<file path="config.mk">
export PLATFORM = sky130hd
export DESIGN_NAME = prd_seg_flat
export DESIGN_NICKNAME = d
export VERILOG_FILES = /design/src/rtl/prd_seg_if.sv /design/src/rtl/prd_seg.sv /design/src/flat_wrapper.sv
export SDC_FILE = /design/constraint.sdc
export NUM_CORES = 1
export LEC_CHECK = 0
export CORE_UTILIZATION = 37
export DETAILED_ROUTE_END_ITERATION = 10
export GPL_TIMING_DRIVEN = 0
export HOLD_SLACK_MARGIN = 0.06
export PLACE_DENSITY = 0.6
export SETUP_SLACK_MARGIN = 0.4
export SLEW_MARGIN = 20
export SYNTH_ARGS = -nofsm -noshare
export SYNTH_HDL_FRONTEND = slang
export SYNTH_SLANG_ARGS = --single-unit
</file>
<file path="constraint.sdc">
create_clock -name sys_clk -period 6.6 [get_ports sys_clk]
set_input_delay 1.65 -clock sys_clk [delete_from_list [all_inputs] [get_ports sys_clk]]
set_output_delay 1.65 -clock sys_clk [all_outputs]
set_load 0.005 [all_outputs]
</file>
<file path="src/rtl/prd_seg_if.sv">
// prd_seg_if
//   Groups the two handshakes of prd_seg into one bundle:
//   - PRD fetch channel towards the ctba fetcher
//     (al2ctba_req / ctba2al_ack plus the PRD fields).
//   - Segment descriptor channel towards the bus consumer
//     (seg_valid / seg_ready plus the descriptor).
//   It also carries a read-only debug copy of the sequencer state.
//
// Handshake semantics:
//   Segment channel: a transfer happens on every rising clock edge where
//   seg_valid and seg_ready are both high. Once seg_valid rises, seg_valid,
//   seg_addr and seg_len stay constant until that edge. seg_ready may be
//   driven freely and may depend on seg_valid.
//   PRD channel: al2ctba_req rises and stays high until the edge that samples
//   ctba2al_ack. ack is a single-cycle pulse, and the PRD fields are only
//   meaningful in that cycle.
//
// Modports:
//   master - prd_seg side (drives req, segment descriptor, dbg_state)
//   slave  - fetcher / consumer side
interface prd_seg_if #(
    parameter int C_SEG_SHIFT = 12
);
    logic                   al2ctba_req;
    logic                   ctba2al_ack;
    logic [31:0]            ctba2al_addr;
    logic [21:0]            ctba2al_len;
    logic                   ctba2al_end;

    logic                   seg_valid;
    logic                   seg_ready;
    logic [31:0]            seg_addr;
    logic [C_SEG_SHIFT:0]   seg_len;

    logic [2:0]             dbg_state;

    modport master (
        output al2ctba_req,
        input  ctba2al_ack,
        input  ctba2al_addr,
        input  ctba2al_len,
        input  ctba2al_end,
        output seg_valid,
        input  seg_ready,
        output seg_addr,
        output seg_len,
        output dbg_state
    );

    modport slave (
        input  al2ctba_req,
        output ctba2al_ack,
        output ctba2al_addr,
        output ctba2al_len,
        output ctba2al_end,
        input  seg_valid,
        output seg_ready,
        input  seg_addr,
        input  seg_len,
        input  dbg_state
    );
endinterface

</file>
<file path="src/rtl/prd_seg.sv">
// prd_seg
//   PRD segmenter. It sits between the DMA address layer and the ctba PRD
//   fetcher. It pulls PRD entries on demand and cuts each data transfer into
//   bus segments. A segment never crosses a 2^C_SEG_SHIFT-byte aligned
//   boundary, and it never exceeds what is left of the current PRD or of the
//   transfer. A partially used PRD survives across transfers. prdbc
//   accumulates the bytes moved since the last ctx_clr.
//
// Ports:
//   sys_clk, sys_rst_n  clock, asynchronous active-low reset
//   xfer_start          pulse: start a transfer of xfer_len bytes (IDLE only)
//   xfer_len[22:0]      transfer byte count
//   ctx_clr             pulse: drop PRD context, clear prdbc, abort
//   xfer_done           one-cycle pulse at the end of a transfer
//   xfer_err            with xfer_done: the PRD table ran out
//   prdbc[31:0]         cumulative byte count
//   bus                 prd_seg_if.master: PRD fetch and segment channels,
//                       plus a debug copy of the state
module prd_seg #(
    parameter int C_SEG_SHIFT = 12
) (
    input  logic        sys_clk,
    input  logic        sys_rst_n,
    input  logic        xfer_start,
    input  logic [22:0] xfer_len,
    input  logic        ctx_clr,
    output logic        xfer_done,
    output logic        xfer_err,
    output logic [31:0] prdbc,
    prd_seg_if.master   bus
);
    // Remaining-byte counters are 23 bits so that a full 4 MiB PRD fits.
    localparam int RW = 23;
    localparam int LW = C_SEG_SHIFT + 1;
    localparam logic [LW-1:0] SEG_MAX = {1'b1, {C_SEG_SHIFT{1'b0}}};
    localparam logic [RW-1:0] PRD_4M  = 23'h40_0000;

    typedef enum logic [2:0] {
        IDLE  = 3'd0,
        FETCH = 3'd1,
        CALC  = 3'd2,
        SEG   = 3'd3,
        DONE  = 3'd4
    } state_t;

    state_t          state_q,     state_d;
    logic [31:0]     prd_addr_q,  prd_addr_d;
    logic [RW-1:0]   prd_rem_q,   prd_rem_d;
    logic            prd_end_q,   prd_end_d;
    logic [RW-1:0]   xfer_rem_q,  xfer_rem_d;
    logic            req_q,       req_d;
    logic            seg_valid_q, seg_valid_d;
    logic [31:0]     seg_addr_q,  seg_addr_d;
    logic [LW-1:0]   seg_len_q,   seg_len_d;
    logic            done_q,      done_d;
    logic            err_q,       err_d;
    logic [31:0]     prdbc_q,     prdbc_d;

    // Segment length = min(prd_rem, xfer_rem, distance to next boundary).
    // The boundary distance is at most SEG_MAX. Any counter with bits set
    // above the LW-bit range is therefore larger than the boundary distance.
    // Such a counter is clamped to SEG_MAX, so the whole compare fits in
    // LW bits.
    logic [LW-1:0] bnd;
    logic [LW-1:0] prd_rem_sat;
    logic [LW-1:0] xfer_rem_sat;
    logic [LW-1:0] lim;
    logic [LW-1:0] calc_len;

    always_comb begin
        bnd          = SEG_MAX - {1'b0, prd_addr_q[C_SEG_SHIFT-1:0]};
        prd_rem_sat  = (|prd_rem_q[RW-1:LW])  ? SEG_MAX : prd_rem_q[LW-1:0];
        xfer_rem_sat = (|xfer_rem_q[RW-1:LW]) ? SEG_MAX : xfer_rem_q[LW-1:0];
        lim          = (prd_rem_sat < xfer_rem_sat) ? prd_rem_sat : xfer_rem_sat;
        calc_len     = (bnd < lim) ? bnd : lim;
    end

    // Counter updates applied on a segment handshake.
    logic            seg_hs;
    logic [RW-1:0]   seg_len_rw;
    logic [31:0]     seg_len_32;
    logic [RW-1:0]   prd_rem_after;
    logic [RW-1:0]   xfer_rem_after;

    assign seg_hs         = seg_valid_q & bus.seg_ready;
    assign seg_len_rw     = {{(RW-LW){1'b0}}, seg_len_q};
    assign seg_len_32     = {{(32-LW){1'b0}}, seg_len_q};
    assign prd_rem_after  = prd_rem_q - seg_len_rw;
    assign xfer_rem_after = xfer_rem_q - seg_len_rw;

    always_comb begin
        state_d     = state_q;
        prd_addr_d  = prd_addr_q;
        prd_rem_d   = prd_rem_q;
        prd_end_d   = prd_end_q;
        xfer_rem_d  = xfer_rem_q;
        req_d       = req_q;
        seg_valid_d = seg_valid_q;
        seg_addr_d  = seg_addr_q;
        seg_len_d   = seg_len_q;
        done_d      = 1'b0;
        err_d       = 1'b0;
        prdbc_d     = prdbc_q;

        unique case (state_q)
            IDLE: begin
                if (xfer_start) begin
                    xfer_rem_d = xfer_len;
                    if (xfer_len == '0) begin
                        state_d = DONE;
                        done_d  = 1'b1;
                    end else if (prd_rem_q != '0) begin
                        state_d = CALC;
                    end else if (prd_end_q) begin
                        state_d = DONE;
                        done_d  = 1'b1;
                        err_d   = 1'b1;
                    end else begin
                        state_d = FETCH;
                        req_d   = 1'b1;
                    end
                end
            end

            FETCH: begin
                if (bus.ctba2al_ack) begin
                    req_d      = 1'b0;
                    prd_addr_d = bus.ctba2al_addr;
                    // A zero length field encodes a full 4 MiB entry.
                    prd_rem_d  = (bus.ctba2al_len == '0) ? PRD_4M
                                                         : {1'b0, bus.ctba2al_len};
                    prd_end_d  = bus.ctba2al_end;
                    state_d    = CALC;
                end
            end

            CALC: begin
                seg_addr_d  = prd_addr_q;
                seg_len_d   = calc_len;
                seg_valid_d = 1'b1;
                state_d     = SEG;
            end

            SEG: begin
                if (seg_hs) begin
                    seg_valid_d = 1'b0;
                    prd_addr_d  = prd_addr_q + seg_len_32;
                    prd_rem_d   = prd_rem_after;
                    xfer_rem_d  = xfer_rem_after;
                    prdbc_d     = prdbc_q + seg_len_32;
                    // A finished transfer wins over an exhausted PRD. The
                    // end flag only matters when more bytes are still owed.
                    if (xfer_rem_after == '0) begin
                        state_d = DONE;
                        done_d  = 1'b1;
                    end else if (prd_rem_after == '0 && prd_end_q) begin
                        state_d = DONE;
                        done_d  = 1'b1;
                        err_d   = 1'b1;
                    end else if (prd_rem_after == '0) begin
                        state_d = FETCH;
                        req_d   = 1'b1;
                    end else begin
                        state_d = CALC;
                    end
                end
            end

            DONE: begin
                state_d = IDLE;
            end

            default: begin
                state_d = IDLE;
            end
        endcase

        // Context clear overrides whatever the FSM decided this cycle.
        if (ctx_clr) begin
            state_d     = IDLE;
            req_d       = 1'b0;
            seg_valid_d = 1'b0;
            prd_rem_d   = '0;
            prd_end_d   = 1'b0;
            prdbc_d     = '0;
            done_d      = 1'b0;
            err_d       = 1'b0;
        end
    end

    always_ff @(posedge sys_clk or negedge sys_rst_n) begin
        if (!sys_rst_n) begin
            state_q     <= IDLE;
            prd_addr_q  <= '0;
            prd_rem_q   <= '0;
            prd_end_q   <= 1'b0;
            xfer_rem_q  <= '0;
            req_q       <= 1'b0;
            seg_valid_q <= 1'b0;
            seg_addr_q  <= '0;
            seg_len_q   <= '0;
            done_q      <= 1'b0;
            err_q       <= 1'b0;
            prdbc_q     <= '0;
        end else begin
            state_q     <= state_d;
            prd_addr_q  <= prd_addr_d;
            prd_rem_q   <= prd_rem_d;
            prd_end_q   <= prd_end_d;
            xfer_rem_q  <= xfer_rem_d;
            req_q       <= req_d;
            seg_valid_q <= seg_valid_d;
            seg_addr_q  <= seg_addr_d;
            seg_len_q   <= seg_len_d;
            done_q      <= done_d;
            err_q       <= err_d;
            prdbc_q     <= prdbc_d;
        end
    end

    assign bus.al2ctba_req = req_q;
    assign bus.seg_valid   = seg_valid_q;
    assign bus.seg_addr    = seg_addr_q;
    assign bus.seg_len     = seg_len_q;
    assign bus.dbg_state   = state_q;
    assign xfer_done       = done_q;
    assign xfer_err        = err_q;
    assign prdbc           = prdbc_q;
endmodule

</file>
<file path="src/flat_wrapper.sv">
// flat-port wrapper written by rule: the top's interface ports become plain ports
module prd_seg_flat 
#(
    parameter int C_SEG_SHIFT = 12
)
  (sys_clk, sys_rst_n, xfer_start, xfer_len, ctx_clr, xfer_done, xfer_err, prdbc, bus_al2ctba_req, bus_ctba2al_ack, bus_ctba2al_addr, bus_ctba2al_len, bus_ctba2al_end, bus_seg_valid, bus_seg_ready, bus_seg_addr, bus_seg_len, bus_dbg_state);
  prd_seg_if #(.C_SEG_SHIFT(C_SEG_SHIFT)) bus_i ();
  input  logic sys_clk;
  input  logic sys_rst_n;
  input  logic xfer_start;
  input  logic [22:0] xfer_len;
  input  logic ctx_clr;
  output logic xfer_done;
  output logic xfer_err;
  output logic [31:0] prdbc;
  output wire logic [$bits(bus_i.al2ctba_req)-1:0] bus_al2ctba_req;
  input wire logic [$bits(bus_i.ctba2al_ack)-1:0] bus_ctba2al_ack;
  input wire logic [$bits(bus_i.ctba2al_addr)-1:0] bus_ctba2al_addr;
  input wire logic [$bits(bus_i.ctba2al_len)-1:0] bus_ctba2al_len;
  input wire logic [$bits(bus_i.ctba2al_end)-1:0] bus_ctba2al_end;
  output wire logic [$bits(bus_i.seg_valid)-1:0] bus_seg_valid;
  input wire logic [$bits(bus_i.seg_ready)-1:0] bus_seg_ready;
  output wire logic [$bits(bus_i.seg_addr)-1:0] bus_seg_addr;
  output wire logic [$bits(bus_i.seg_len)-1:0] bus_seg_len;
  output wire logic [$bits(bus_i.dbg_state)-1:0] bus_dbg_state;
  assign bus_al2ctba_req = bus_i.al2ctba_req;
  assign bus_i.ctba2al_ack = bus_ctba2al_ack;
  assign bus_i.ctba2al_addr = bus_ctba2al_addr;
  assign bus_i.ctba2al_len = bus_ctba2al_len;
  assign bus_i.ctba2al_end = bus_ctba2al_end;
  assign bus_seg_valid = bus_i.seg_valid;
  assign bus_i.seg_ready = bus_seg_ready;
  assign bus_seg_addr = bus_i.seg_addr;
  assign bus_seg_len = bus_i.seg_len;
  assign bus_dbg_state = bus_i.dbg_state;
  prd_seg #(.C_SEG_SHIFT(C_SEG_SHIFT)) u_core (.sys_clk(sys_clk), .sys_rst_n(sys_rst_n), .xfer_start(xfer_start), .xfer_len(xfer_len), .ctx_clr(ctx_clr), .xfer_done(xfer_done), .xfer_err(xfer_err), .prdbc(prdbc), .bus(bus_i));
endmodule
</file>
==> summary.txt <==
max incr delay on CP -> 510 ps
CP max-delay cell -> or4_4
clk_skew -> 14.79 ps
post-synthesis sequential area ratio -> 0.3188
Post CTS Setup Buffer Count -> 0
CP delay by family, top -> compound AO/OA/AOI/OAI gates
critical path class -> flip-flop to flip-flop
number of port buffers -> 166
WHS -> 481.4 ps
drt total wl -> 49080 µm
outcome -> finished, final reports clean
first-pass GRT wire length -> 75640 µm
fmax -> 168.9 MHz
Boundary Pins -> 168
H-tree Lvls -> 4
Worst Path Arrival -> 6230 ps
Root Driver -> clkbuf_16
Worst-Skew Late Latency -> 440 ps
Mean Syn Cell Area -> 7.922 µm²
worst r2r path cells -> 25
synth cell count leaders -> nand2_1 (251), dfrtp_1 (163), nor2_1 (133)
CTS tree -> done
Distinct cells, synth -> 80
CP endpoint -> u_core.bus.seg_len[10]
CTS buffer count -> 17
Primary FF master, synth -> dfrtp_1
RR Endpoint -> u_core.bus.seg_len[10]
Sink Count -> 163
initial antenna violation count -> 0
most used cell, CP -> buf_6
vias -> 13620
DRT Pass-1 Iters -> 5
Tot Pwr -> 7.238 mW
crit start category -> flip-flop
post-route setup TNS -> 0 ps
Yosys warning count -> 0
CP Launch Point -> u_core.prd_rem_q[16]
peak supply drop -> 242.9 µV
Pleak -> 6.557 nW
FP Rows -> 67
largest net degree at the start of global routing -> 85
Tmin final -> 5920 ps
Die X -> 188.0 µm
die area -> 35330 µm²
post-route ant nets -> 0
Max-cap violations -> 0
R2R setup slack -> 680 ps
clock buffer depth -> 2
Final Max Slew Viols -> 0
Vias per Instance -> 6.021
Syn Std Cell Area -> 12790 µm²
Sw Pwr -> 3.611 mW
cell with the most instances after synthesis -> nand2_1
max_slew headroom -> 0.2729
Area contributors post-synth -> dfrtp_1 (32%), nand2_1 (7.4%), ha_1 (7.3%), a21oi_1 (4.7%), nor2_1 (3.9%)
critical path peak fanout -> 10
RSZ-0062 raised after global routing -> false
Clock power frac -> 0.140
Setup-failing EPs final -> 0
Syn Nets -> 1778
final hold vios -> 0
Chip Height -> 188.0 µm
# DRC -> 0
CP required -> 6910 ps
Sw Ratio -> 0.4989
Worst Hold Class -> flip-flop to flip-flop
PD cells -> 462.5 nW/µm²
Worst Tran Pin Value -> 1081 ps
Synth area leader -> dfrtp_1
sequential share of power -> 0.238
Seq cells post-synth -> 163
pre-CTS setup slack -> 346.2 ps
P&R area growth vs syn -> 22.33%
P_int -> 3.627 mW
Final Wtd Congestion -> 0.9659
share of layout cells above drive strength 1 -> 0.04190
Buf/Inv on CP -> 5
Gate Count Post-Synth -> 1615
CORE AREA -> 33780 µm²
post-DP HPWL -> 37670 µm
Crit path depth -> 25
starting density of the core -> 0.3787
Async S/R FF share, synth -> 1.000
FF-to-FF Start -> u_core.prd_rem_q[16]
GRT Total Usage -> 0.2772
post-layout net count -> 1964
Antenna Cells -> 0
Comb power frac -> 0.622
vias in the first global route -> 12880
fin crit share -> 0.8970
DR WL/cell -> 21.70 µm
critical path capture point type -> flip-flop
grt total ovfl -> 0
setup ws final -> 679.7 ps
number of synthesized flops with an enable pin -> 0
initial drt markers -> 1125
post-synth top area share -> 0.3188
clk slew on worst S/H paths -> 80 ps
-- worst min-delay path: stages, from the launching register on --
cell and delay (ps):
dfrtp_1 350, nand2_1 50, nand2_1 60
-- cells by family after synthesis --
logic type,synth area share
simple gates,0.2657
compound gates,0.2367
mux,0.02269
buf+inv,0.04489
fa+ha+maj,0.08048
flops,0.3188
xor+xnor,0.03080
-- metrics by stage --
stage | util | cells | cell area, µm²
2_1_floorplan | - | 1615 | 12790
3_3_place_gp | 0.4445 | 2229 | 15020
3_5_place_dp | 0.4455 | 2230 | 15050
4_1_cts | 0.4625 | 2262 | 15630
5_1_grt | 0.4633 | 2262 | 15650
6_report | 0.4633 | 2262 | 15650
-- power by group through the flow --
stage	Clock [mW]	Sequential, mW	Combinational (mW)
2_1_floorplan	0	1.59	3.01
3_3_place_gp	0	1.72	4.33
3_5_place_dp	0	1.72	4.37
4_1_cts	1.02	1.71	4.40
5_1_grt	1.06	1.76	4.92
6_report	1.01	1.72	4.50
-- worst min path at each step --
| stage | start | to | slack (ps) | cells past startpoint |
|---|---|---|---|---|
| after global placement | u_core.bus.seg_addr[4] | u_core.bus.seg_addr[4] | 460 | 2 |
| after CTS | u_core.bus.seg_addr[15] | u_core.bus.seg_addr[15] | 480 | 2 |
| after floorplan | u_core.prd_addr_q[16] | u_core.bus.seg_addr[16] | 450 | 2 |
| after detailed placement | u_core.bus.seg_addr[29] | u_core.bus.seg_addr[29] | 460 | 2 |
| final | u_core.bus.seg_addr[30] | u_core.bus.seg_addr[30] | 480 | 2 |
| after global routing | u_core.bus.seg_addr[13] | u_core.bus.seg_addr[13] | 510 | 2 |
-- area by class of cell --
cell class,instances,area (µm²)
well taps,448,560.5
plain buffers,84,354.1
flip-flops and latches,163,4079
inverters,59,221.5
multi-input cells,1309,8170
fillers,3333,18130
clock inverters,14,142.6
clock buffers,18,429.2
repair buffers,167,1694
-- cells in the final DEF (no fill, tap or decap), types with 12 or more instances in the layout --
master,instances
nand2_1,251
clkdlybuf4s50_1,165
dfrtp_1,163
nor2_1,133
a21oi_1,121
o21ai_0,97
ha_1,75
clkbuf_1,72
inv_1,59
nor3_1,52
nand3_1,51
nor4_1,37
and3_1,31
xnor2_1,30
or3_1,30
a21o_1,29
nand4_1,27
a31oi_1,19
a211oi_1,18
o211ai_1,17
nand2b_1,17
clkbuf_16,17
xor2_1,15
o21a_1,13
o31a_1,12
a311o_1,12
-- timing repair --
action	in CTS	in global routing
endpoints found under the setup margin	9	13
gates resized for setup	1	7
hold buffers	0	0
-- layer usage --
layer | GRT usage | part of all wire | up-vias
met1 | 0.3783 | 0.45 | 6616
met4 | 0.08505 | 0.025 | 0
li1 | - | - | 6339
met5 | 0 | 0 | -
met2 | 0.4501 | 0.46 | 593
met3 | 0.04174 | 0.070 | 71
-- state kept, by name (all words and copies together) (netlist names) --
register                count
u_core.bus.seg_addr        32
u_core.prd_addr_q          32
u_core.prdbc               32
u_core.prd_rem_q           23
u_core.xfer_rem_q          23
u_core.bus.seg_len         13
u_core.bus.dbg_state        3
u_core.bus.al2ctba_req      1
u_core.bus.seg_valid        1
u_core.prd_end_q            1
u_core.xfer_done            1
u_core.xfer_err             1
(Power assumes the default switching activity.)
